**config.mk**
```make
export PLATFORM = sky130hd
export DESIGN_NAME = adc_scan_ctrl_flat
export DESIGN_NICKNAME = d
export VERILOG_FILES = /design/src/rtl/adc_scan_ctrl_if.sv /design/src/rtl/adc_scan_ctrl.sv /design/src/flat_wrapper.sv
export SDC_FILE = /design/constraint.sdc
export NUM_CORES = 1
export LEC_CHECK = 0
export CAP_MARGIN = 20
export CORE_MARGIN = 5
export CORE_UTILIZATION = 40
export CTS_BUF_LIST = sky130_fd_sc_hd__clkbuf_16
export DETAILED_ROUTE_END_ITERATION = 12
export PLACE_DENSITY = 0.73
export SLEW_MARGIN = 20
export SYNTH_ARGS = -nofsm -noshare
export SYNTH_HDL_FRONTEND = slang
export SYNTH_SLANG_ARGS = --single-unit
export TNS_END_PERCENT = 5
```
**constraint.sdc**
```tcl
create_clock -name clk -period 6.7 [get_ports clk]
set_input_delay 1.005 -clock clk [delete_from_list [all_inputs] [get_ports clk]]
set_output_delay 1.005 -clock clk [all_outputs]
set_load 0.005 [all_outputs]
```
**src/rtl/adc_scan_ctrl_if.sv**
```systemverilog
// adc_scan_ctrl_if -- serial link between the scan controller and the ADC.
//   adc_cs_n : chip select, active low (controller -> ADC)
//   adc_sclk : serial clock, idles high (controller -> ADC)
//   adc_din  : serial channel address (controller -> ADC)
//   adc_dout : serial conversion data (ADC -> controller)
// modport master: controller side; modport slave: ADC side.
interface adc_scan_ctrl_if;
    logic adc_cs_n;
    logic adc_sclk;
    logic adc_din;
    logic adc_dout;

    modport master (output adc_cs_n, output adc_sclk, output adc_din, input adc_dout);
    modport slave  (input adc_cs_n, input adc_sclk, input adc_din, output adc_dout);
endinterface

```
**src/rtl/adc_scan_ctrl.sv**
```systemverilog
// adc_scan_ctrl -- scans NUM_CH ADC channels over a 16-clock serial frame.
// A scan is NUM_CH+1 frames: each frame addresses the next channel and
// returns the conversion of the channel addressed in the previous frame,
// so frame 0's data is thrown away and the last frame re-addresses ch 0.
//
// Ports:
//   clk, rst        system clock, asynchronous active-high reset
//   start           one-cycle request for a single scan (ignored while busy)
//   cont_en         keep scanning back-to-back while high
//   adc             serial ADC link (adc_scan_ctrl_if.master)
//   data_out/ch_out latest conversion and its channel
//   data_valid      one-cycle strobe when data_out/ch_out update
//   res_bus         per-channel result buffer, channel c at [c*RES +: RES]
//   scan_done       one-cycle strobe with the last channel's data_valid
//   busy            high whenever the FSM is not IDLE
//   line_bits       per-channel result >= THRESH flags
//
// Build option: define ADC_LSA_THRESH_EN to build the threshold comparators;
// otherwise line_bits is tied to zero.
//
// state | meaning
// IDLE  | link idle, cs_n high, waiting for start / cont_en
// SETUP | cs_n low, sclk high for CLK_DIV cycles before the first fall
// SHIFT | 16 sclk periods, address out on falls, data in on rises
// GAP   | cs_n high for CLK_DIV cycles between frames
module adc_scan_ctrl #(
    parameter int          NUM_CH  = 4,
    parameter int          RES     = 12,
    parameter int          CLK_DIV = 1,
    parameter logic [11:0] THRESH  = 12'h800
) (
    input  logic                  clk,
    input  logic                  rst,
    input  logic                  start,
    input  logic                  cont_en,
    adc_scan_ctrl_if.master       adc,
    output logic [RES-1:0]        data_out,
    output logic [2:0]            ch_out,
    output logic                  data_valid,
    output logic [NUM_CH*RES-1:0] res_bus,
    output logic                  scan_done,
    output logic                  busy,
    output logic [NUM_CH-1:0]     line_bits
);

    typedef enum logic [1:0] {IDLE, SETUP, SHIFT, GAP} state_t;

    localparam logic [7:0] DIV_RELOAD = 8'(CLK_DIV - 1);
    localparam logic [3:0] LAST_FRAME = 4'(NUM_CH);

    state_t     state;
    logic [7:0] div_cnt;
    logic [3:0] bit_idx;
    logic [3:0] frame;
    logic [11:0] shreg;
    logic       cap_pend;
    logic       done_pend;
    logic [2:0] cap_ch;
    logic       cs_n_q;
    logic       sclk_q;
    logic       din_q;
    logic [2:0] frame_addr;
    logic [RES-1:0] result;

    assign adc.adc_cs_n = cs_n_q;
    assign adc.adc_sclk = sclk_q;
    assign adc.adc_din  = din_q;

    // After 16 samples bit i sits at position 15-i, so bits i=4.. start at 11.
    assign result     = shreg[11 -: RES];
    assign frame_addr = (frame == LAST_FRAME) ? 3'd0 : frame[2:0];

    function automatic logic din_bit(input logic [3:0] idx, input logic [2:0] addr);
        case (idx)
            4'd2:    return addr[2];
            4'd3:    return addr[1];
            4'd4:    return addr[0];
            default: return 1'b0;
        endcase
    endfunction

    always_ff @(posedge clk or posedge rst) begin
        if (rst) begin
            state      <= IDLE;
            div_cnt    <= '0;
            bit_idx    <= '0;
            frame      <= '0;
            shreg      <= '0;
            cap_pend   <= 1'b0;
            done_pend  <= 1'b0;
            cap_ch     <= '0;
            cs_n_q     <= 1'b1;
            sclk_q     <= 1'b1;
            din_q      <= 1'b0;
            data_out   <= '0;
            ch_out     <= '0;
            data_valid <= 1'b0;
            scan_done  <= 1'b0;
            busy       <= 1'b0;
            res_bus    <= '0;
        end else begin
            data_valid <= 1'b0;
            scan_done  <= 1'b0;
            cap_pend   <= 1'b0;
            done_pend  <= 1'b0;

            // Publish one clk after the 16th rising edge, once the last bit is in.
            if (cap_pend) begin
                data_out   <= result;
                ch_out     <= cap_ch;
                data_valid <= 1'b1;
                scan_done  <= done_pend;
                for (int c = 0; c < NUM_CH; c++) begin
                    if (cap_ch == 3'(c)) res_bus[c*RES +: RES] <= result;
                end
            end

            case (state)
                IDLE: begin
                    if (start || cont_en) begin
                        state   <= SETUP;
                        busy    <= 1'b1;
                        cs_n_q  <= 1'b0;
                        sclk_q  <= 1'b1;
                        frame   <= '0;
                        div_cnt <= DIV_RELOAD;
                    end
                end
                SETUP: begin
                    if (div_cnt != 8'd0) begin
                        div_cnt <= div_cnt - 8'd1;
                    end else begin
                        state   <= SHIFT;
                        sclk_q  <= 1'b0;
                        bit_idx <= '0;
                        din_q   <= din_bit(4'd0, frame_addr);
                        div_cnt <= DIV_RELOAD;
                    end
                end
                SHIFT: begin
                    if (div_cnt != 8'd0) begin
                        div_cnt <= div_cnt - 8'd1;
                    end else if (!sclk_q) begin
                        sclk_q  <= 1'b1;
                        shreg   <= {shreg[10:0], adc.adc_dout};
                        div_cnt <= DIV_RELOAD;
                        if (bit_idx == 4'd15 && frame != 4'd0) begin
                            cap_pend  <= 1'b1;
                            done_pend <= (frame == LAST_FRAME);
                            cap_ch    <= 3'(frame - 4'd1);
                        end
                    end else if (bit_idx == 4'd15) begin
                        state   <= GAP;
                        cs_n_q  <= 1'b1;
                        din_q   <= 1'b0;
                        div_cnt <= DIV_RELOAD;
                    end else begin
                        sclk_q  <= 1'b0;
                        bit_idx <= bit_idx + 4'd1;
                        din_q   <= din_bit(bit_idx + 4'd1, frame_addr);
                        div_cnt <= DIV_RELOAD;
                    end
                end
                GAP: begin
                    if (div_cnt != 8'd0) begin
                        div_cnt <= div_cnt - 8'd1;
                    end else if (frame != LAST_FRAME) begin
                        state   <= SETUP;
                        frame   <= frame + 4'd1;
                        cs_n_q  <= 1'b0;
                        div_cnt <= DIV_RELOAD;
                    end else if (cont_en) begin
                        state   <= SETUP;
                        frame   <= '0;
                        cs_n_q  <= 1'b0;
                        div_cnt <= DIV_RELOAD;
                    end else begin
                        state <= IDLE;
                        busy  <= 1'b0;
                    end
                end
                default: state <= IDLE;
            endcase
        end
    end

`ifdef ADC_LSA_THRESH_EN
    localparam logic [RES-1:0] THR_CMP = THRESH[11 -: RES];

    always_ff @(posedge clk or posedge rst) begin
        if (rst) begin
            line_bits <= '0;
        end else if (cap_pend) begin
            for (int c = 0; c < NUM_CH; c++) begin
                if (cap_ch == 3'(c)) line_bits[c] <= (result >= THR_CMP);
            end
        end
    end
`else
    logic unused_thresh;
    assign unused_thresh = ^THRESH;
    assign line_bits     = '0;
`endif

endmodule

```
**src/flat_wrapper.sv**
```systemverilog
// flat-port wrapper written by rule: the top's interface ports become plain ports
module adc_scan_ctrl_flat 
#(
    parameter int          NUM_CH  = 4,
    parameter int          RES     = 12,
    parameter int          CLK_DIV = 1,
    parameter logic [11:0] THRESH  = 12'h800
)
  (clk, rst, start, cont_en, data_out, ch_out, data_valid, res_bus, scan_done, busy, line_bits, adc_adc_cs_n, adc_adc_sclk, adc_adc_din, adc_adc_dout);
  adc_scan_ctrl_if adc_i ();
  input  logic clk;
  input  logic rst;
  input  logic start;
  input  logic cont_en;
  output logic [RES-1:0] data_out;
  output logic [2:0] ch_out;
  output logic data_valid;
  output logic [NUM_CH*RES-1:0] res_bus;
  output logic scan_done;
  output logic busy;
  output logic [NUM_CH-1:0] line_bits;
  output wire logic [$bits(adc_i.adc_cs_n)-1:0] adc_adc_cs_n;
  output wire logic [$bits(adc_i.adc_sclk)-1:0] adc_adc_sclk;
  output wire logic [$bits(adc_i.adc_din)-1:0] adc_adc_din;
  input wire logic [$bits(adc_i.adc_dout)-1:0] adc_adc_dout;
  assign adc_adc_cs_n = adc_i.adc_cs_n;
  assign adc_adc_sclk = adc_i.adc_sclk;
  assign adc_adc_din = adc_i.adc_din;
  assign adc_i.adc_dout = adc_adc_dout;
  adc_scan_ctrl #(.NUM_CH(NUM_CH), .RES(RES), .CLK_DIV(CLK_DIV), .THRESH(THRESH)) u_core (.clk(clk), .rst(rst), .start(start), .cont_en(cont_en), .adc(adc_i), .data_out(data_out), .ch_out(ch_out), .data_valid(data_valid), .res_bus(res_bus), .scan_done(scan_done), .busy(busy), .line_bits(line_bits));
endmodule
```
==> results.toml, run 1 <==
[placed_design]
place_inst = 553
pre_cts_slack_ns = 3.679
port_buffers = 73
dp_hpwl_um = 7007
gp_congestion = 0.8250

[sta]
setup_violations = 0
finalHoldViolCount = 0
fmax_ghz = 0.3632
slew_headroom_pct = 20.69
skew_ns = 0.007887
rsz0062_at_grt = "no"
finalSetupTns_ns = 0
layout_setup_ws_ns = 3.947
worstMarginPinSlew_ns = 1.174
slew_violations = 0
period_needed_ns = 2.753
post-route-period-util_pct = 41.09
timing.hold.ws_ns = 0.4572

[synth]
yosysTopAreaCellShare_pct = 54.91
synthArstFlopShare_pct = 100.0
syn_area_um2 = 4648
synth_enable_flop_cells = 0
yosys_register_bits = 104
synth_top_cells_by_count = "dfrtp_1, mux2_2, inv_1"
synth_flop_cell = "dfrtp_1"
syn_avg_cell_area_um2 = 13.43
ys_top_cells_by_area = "dfrtp_1, mux2_2, ha_1"
synth_top_area_cell = "dfrtp_1"
synth.most_common_cell = "dfrtp_1"
yosysUniqueCellTypes = 59
synthCells = 346
ys_seq_area_share_pct = 56.04
ys_warn_count = 0

[setup_path]
criticalPathCategory = "input pin to register"
cp_max_fo = 6
crit_family = "simple AND/OR/NAND/NOR gates"
cp_slowest_stage_delay_ns = 1.00
cp_slowest_cell = "nor4bb_1"
path_cells = "clkdlybuf4s50_1 -> nor4bb_1 -> o21bai_1 -> o41ai_1 -> o31ai_1"
endpoint_kind = "register"
start_kind = "input pin"
arrival_ns = 2.97
path_buf_inv = 1
worst_ep_required_time_ns = 6.92

[global_routing]
grt_max_degree = 61
overflow = 0
grt_antenna_before_repair = 0
grt_usage_pct = 14.29
grt_pass1_vias = 3145
grt_pass1_wl_um = 16430

[floorplan]
dieArea_um2 = 13880
die_height_um = 117.8
ios = 78
row_count = 39
die_w_um = 117.8
start_util_pct = 40.71
core_region_area_um2 = 11420

[clock_tree]
htreeDepth = 3
cts_sinks = 104
cts_setup_buffers = 0
hold_buffers = 0
clkTransAtPathRegs_ns = 0.07
clk_latency_ns = 0.35
clockBufferDepth = 2
cts_buffers = 9
root_buffer = "clkbuf_16"
cts-resized-gates = 0
cts_tree = "built"

[finish]
area_growth_pct = 25.65
antenna_cells = 0
utilization_pct = 51.15
drive_gt1_share_pct = 25.82
fin_cells = 569
fill_cells = 999
nets = 438

[power]
clkPwrFrac_pct = 45.8
p_int_w = 0.0009395
pwr-share-seq_pct = 52.5
combPwrFrac_pct = 1.7
power_density_nw_per_um2 = 207.9
cellLeakagePower_nw = 2.768
power_switching_w = 0.0002749
netSwitchingFraction_pct = 22.64
irDropWorstVdd_uv = 100.3

[job]
maxCapViolCount = 0

[hold_path]
hold_path_class = "register to register"

[detailed_routing]
vias_per_cell = 5.406
drt-initial-drc-count = 181
wl_um = 9857
antenna_left = 0
vias = 3076
drc = 0
wl_per_cell_um = 17.32
drt_first_pass_iters = 4

[outcome]
status = "finished clean"
## worst paths after layout
| kind | slack [ns] | to | start | cells past startpoint |
|---|---|---|---|---|
| worst min-delay path | 0.46 | u_core.scan_done$_DFF_PP0_ | u_core.done_pend$_DFF_PP0_ | 1 |
| worst max-delay path | 3.95 | u_core.state[0]$_DFFE_PP0P_ | cont_en | 5 |
| worst min register to register | 0.46 | u_core.scan_done$_DFF_PP0_ | u_core.done_pend$_DFF_PP0_ | 1 |
| min in group asynchronous | 1.07 | u_core.scan_done$_DFF_PP0_ | rst | 2 |
| worst max register to register | 4.20 | u_core.res_bus[29]$_DFFE_PP0P_ | u_core.cap_pend$_DFF_PP0_ | 3 |
| max in group asynchronous | 4.48 | u_core.result[1]$_DFFE_PP0P_ | rst | 3 |
## logic make-up (layout without fill, tap and decap cells)
logic type               count (synthesis)  in the layout  synth area share (%)
AO/OA/AOI/OAI                           49             49                 8.076
XOR/XNOR                                 2              2                0.3769
adder cells (fa/ha/maj)                 12             12                 3.230
buffers and inverters                   34            111                 3.687
flip-flops                             104            104                 56.04
multiplexers                            80             80                 20.11
other                                    1              4               0.08068
AND/OR/NAND/NOR                         64             64                 8.399
## sequential cells by signal, summed over array words and instances (netlist names)
signal,cells
u_core.ch_out,3
u_core.result,12
u_core.data_valid,1
u_core.state,2
u_core.adc.adc_din,1
u_core.frame,4
u_core.adc.adc_cs_n,1
u_core.data_out,12
u_core.res_bus,48
u_core.div_cnt,8
u_core.adc.adc_sclk,1
u_core.done_pend,1
u_core.cap_pend,1
u_core.busy,1
u_core.cap_ch,3
u_core.bit_idx,4
u_core.scan_done,1
## placed cells by master, fill, tap and decap left out, types with 3 or more instances in the layout
cell type        instances
dfrtp_1                102
clkdlybuf4s50_1         73
mux2_2                  66
inv_1                   17
ha_1                    12
mux2_4                  10
nor2_1                  10
nand3_1                 10
clkbuf_16                9
nand2_1                  8
nor3_1                   6
a21oi_1                  6
and3_1                   6
o21ai_0                  6
a31oi_1                  4
nand4_1                  4
a211o_1                  4
conb_1                   4
buf_4                    4
or3_1                    3
nor4b_2                  3
mux2i_1                  3
o2bb2ai_1                3
## power by group through the flow
stage / combinational (W) / sequential [W] / clock, W
5_1_grt: 0.0000246 / 0.000638 / 0.000598
4_1_cts: 0.0000221 / 0.000637 / 0.000571
3_3_place_gp: 0.0000214 / 0.000650 / 0
6_report: 0.0000212 / 0.000638 / 0.000556
3_5_place_dp: 0.0000220 / 0.000650 / 0
2_1_floorplan: 0.0000165 / 0.000647 / 0
## layer usage
layer  wire length (um)  GRT usage (%)
met1               4380          18.80
met2               4755          22.81
met3                572          4.229
met4                148          4.444
met5                  0              0
## area by class of cell
cell class                      count  area (um2)  area share, %
Sequential cell                   104        2605          44.60
Timing Repair Buffer               77       760.7          13.02
Inverter                           18       70.07          1.200
Tap cell                          143       178.9          3.063
Clock inverter                      7       100.1          1.714
Clock buffer                        9       225.2          3.856
Multi-Input combinational cell    211        1901          32.54
## stage by stage
step | area, um2 | power, W
final | 5841 | 0.001214
after global routing | 5841 | 0.001261
after CTS | 5841 | 0.001231
after detailed placement | 5515 | 0.0006719
after global placement | 5515 | 0.0006709
after floorplan | 4659 | 0.0006638
No activity file was read; power rests on OpenSTA's default activity.
==> run 2, diff against run 1 <==
clock period = 2.78 ns   (was 6.7 ns; I/O delays follow)
==> results.toml, run 2 (synthesis results as in run 1) <==
[setup_path]
cp_slowest_cell = "or4b_1"
crit_family = "simple AND/OR/NAND/NOR gates"
start_kind = "register"
path_common_cell = "inv_1"
criticalPathCategory = "register to register"
arrival_ns = 2.58
cp_slowest_stage_delay_ns = 0.67
endpoint_kind = "register"
path_cells = "inv_1 -> ha_1 -> or4b_1 -> nor2_8 -> nand3_1 -> inv_1 -> mux2_2"
worst_ep_required_time_ns = 3.01
cp_max_fo = 7
path_buf_inv = 2

[sta]
slew_headroom_pct = 55.04
skew_ns = 0.01473
slew_violations = 0
post-route-period-util_pct = 84.38
period_needed_ns = 2.346
rsz0062_at_grt = "no"
fmax_ghz = 0.4263
finalSetupTns_ns = 0
setup_violations = 0
worstMarginPinSlew_ns = 0.6744
finalHoldViolCount = 0

[clock_tree]
clk_latency_ns = 0.34
clkTransAtPathRegs_ns = 0.08
root_buffer = "clkbuf_16"
htreeDepth = 3
cts-resized-gates = 0
cts_sinks = 104
hold_buffers = 0
cts_setup_buffers = 0
cts_tree = "built"
cts_buffers = 9
clockBufferDepth = 2

[finish]
mostFrequentLayoutCell = "dfrtp_1"
regMostFlops = "u_core.res_bus"
area_growth_pct = 26.00
largest_reg_flops = 48
antenna_cells = 0
layout_common_cells = "dfrtp_1, clkdlybuf4s50_1, mux2_2"
fin_cells = 573
drive_gt1_share_pct = 26.51
nets = 443

[hold_path]
hold_path_class = "register to register"

[power]
netSwitchingFraction_pct = 22.76
clkPwrFrac_pct = 43.0
power_density_nw_per_um2 = 477.5
pwr-share-seq_pct = 55.0
combPwrFrac_pct = 2.0
power_switching_w = 0.0006364
cellLeakagePower_nw = 2.773
irDropWorstVdd_uv = 270.7
p_int_w = 0.002160

[floorplan]
start_util_pct = 40.71
ios = 78
die_height_um = 117.8
core_region_area_um2 = 11420
dieArea_um2 = 13880
row_count = 39
die_w_um = 117.8

[detailed_routing]
wl_um = 10090
antenna_left = 0
drt-initial-drc-count = 195
drt_first_pass_iters = 4
vias_per_cell = 5.419
drc = 0
wl_per_cell_um = 17.61
vias = 3105

[job]
maxCapViolCount = 0

[global_routing]
grt_usage_pct = 14.55
grt_pass1_vias = 3172
overflow = 0
grt_max_degree = 43
grt_antenna_before_repair = 0
grt_pass1_wl_um = 16790

[placed_design]
place_inst = 558
port_buffers = 73
dp_hpwl_um = 7358
gp_congestion = 0.8053

[outcome]
status = "finished clean"
==> run 2: cell count changes in the layout (fill, tap and decap cells not counted) <==
cell / change
inv_6: +1
buf_12: +2
inv_4: -1
clkinv_4: -1
buf_4: +3
bufinv_16: -1
clkinv_8: -2
clkinvlp_4: +3
==> run 2: final timing paths <==
| check | startpoint | end | slack [ns] | depth (start not counted) |
|---|---|---|---|---|
| worst max-delay path | u_core.div_cnt[0]$_DFFE_PP0P_ | u_core.cap_ch[2]$_DFFE_PP0P_ | 0.43 | 7 |
| worst min-delay path | u_core.done_pend$_DFF_PP0_ | u_core.scan_done$_DFF_PP0_ | 0.47 | 1 |
| worst max register to register | u_core.div_cnt[0]$_DFFE_PP0P_ | u_core.cap_ch[2]$_DFFE_PP0P_ | 0.43 | 7 |
| worst min register to register | u_core.done_pend$_DFF_PP0_ | u_core.scan_done$_DFF_PP0_ | 0.47 | 1 |
| max in group asynchronous | rst | u_core.res_bus[34]$_DFFE_PP0P_ | 1.69 | 3 |
| min in group asynchronous | rst | u_core.div_cnt[3]$_DFFE_PP0P_ | 0.49 | 2 |
==> run 2: layout make-up <==
class | instances | area (um2)
Fill cell | 985 | 5562
Multi-Input combinational cell | 211 | 1901
Clock inverter | 6 | 52.55
Timing Repair Buffer | 82 | 823.3
Tap cell | 143 | 178.9
Clock buffer | 9 | 225.2
Sequential cell | 104 | 2605
Inverter | 18 | 71.32
==> run 2: worst reg2reg max path, stage by stage, from the launching register on <==
cell,delay (ns)
dfrtp_1,0.41
inv_1,0.12
ha_1,0.16
or4b_1,0.67
nor2_8,0.24
nand3_1,0.15
inv_1,0.14
mux2_2,0.34
==> run 2: power groups by stage <==
stage | combinational [W] | clock [W] | sequential, W
3_3_place_gp | 0.0000581 | 0 | 0.00157
4_1_cts | 0.0000590 | 0.00123 | 0.00154
5_1_grt | 0.0000656 | 0.00129 | 0.00154
6_report | 0.0000570 | 0.00120 | 0.00154
3_5_place_dp | 0.0000591 | 0 | 0.00157
2_1_floorplan | 0.0000401 | 0 | 0.00156
==> run 2: routing by layer <==
layer	vias up	track usage, %	part of all wire [%]
li1	1418	-	-
met1	1571	19.97	46
met2	103	22.67	47
met3	13	3.412	5.4
met4	0	5.090	1.3
met5	-	0	0
==> run 2: through the flow <==
step           worst slack (ns)  instance area [um2]  util, %  power [W]  hold WS, ns
3_3_place_gp             0.5260                 5579    48.86   0.001624       0.4686
6_report                 0.4341                 5857    51.29   0.002796       0.4716
3_5_place_dp             0.4480                 5579    48.86   0.001626       0.4673
2_1_floorplan            0.7445                 4663        -   0.001600       0.3487
4_1_cts                  0.4388                 5857    51.29   0.002825       0.4815
5_1_grt                  0.3568                 5857    51.29   0.002898       0.4844
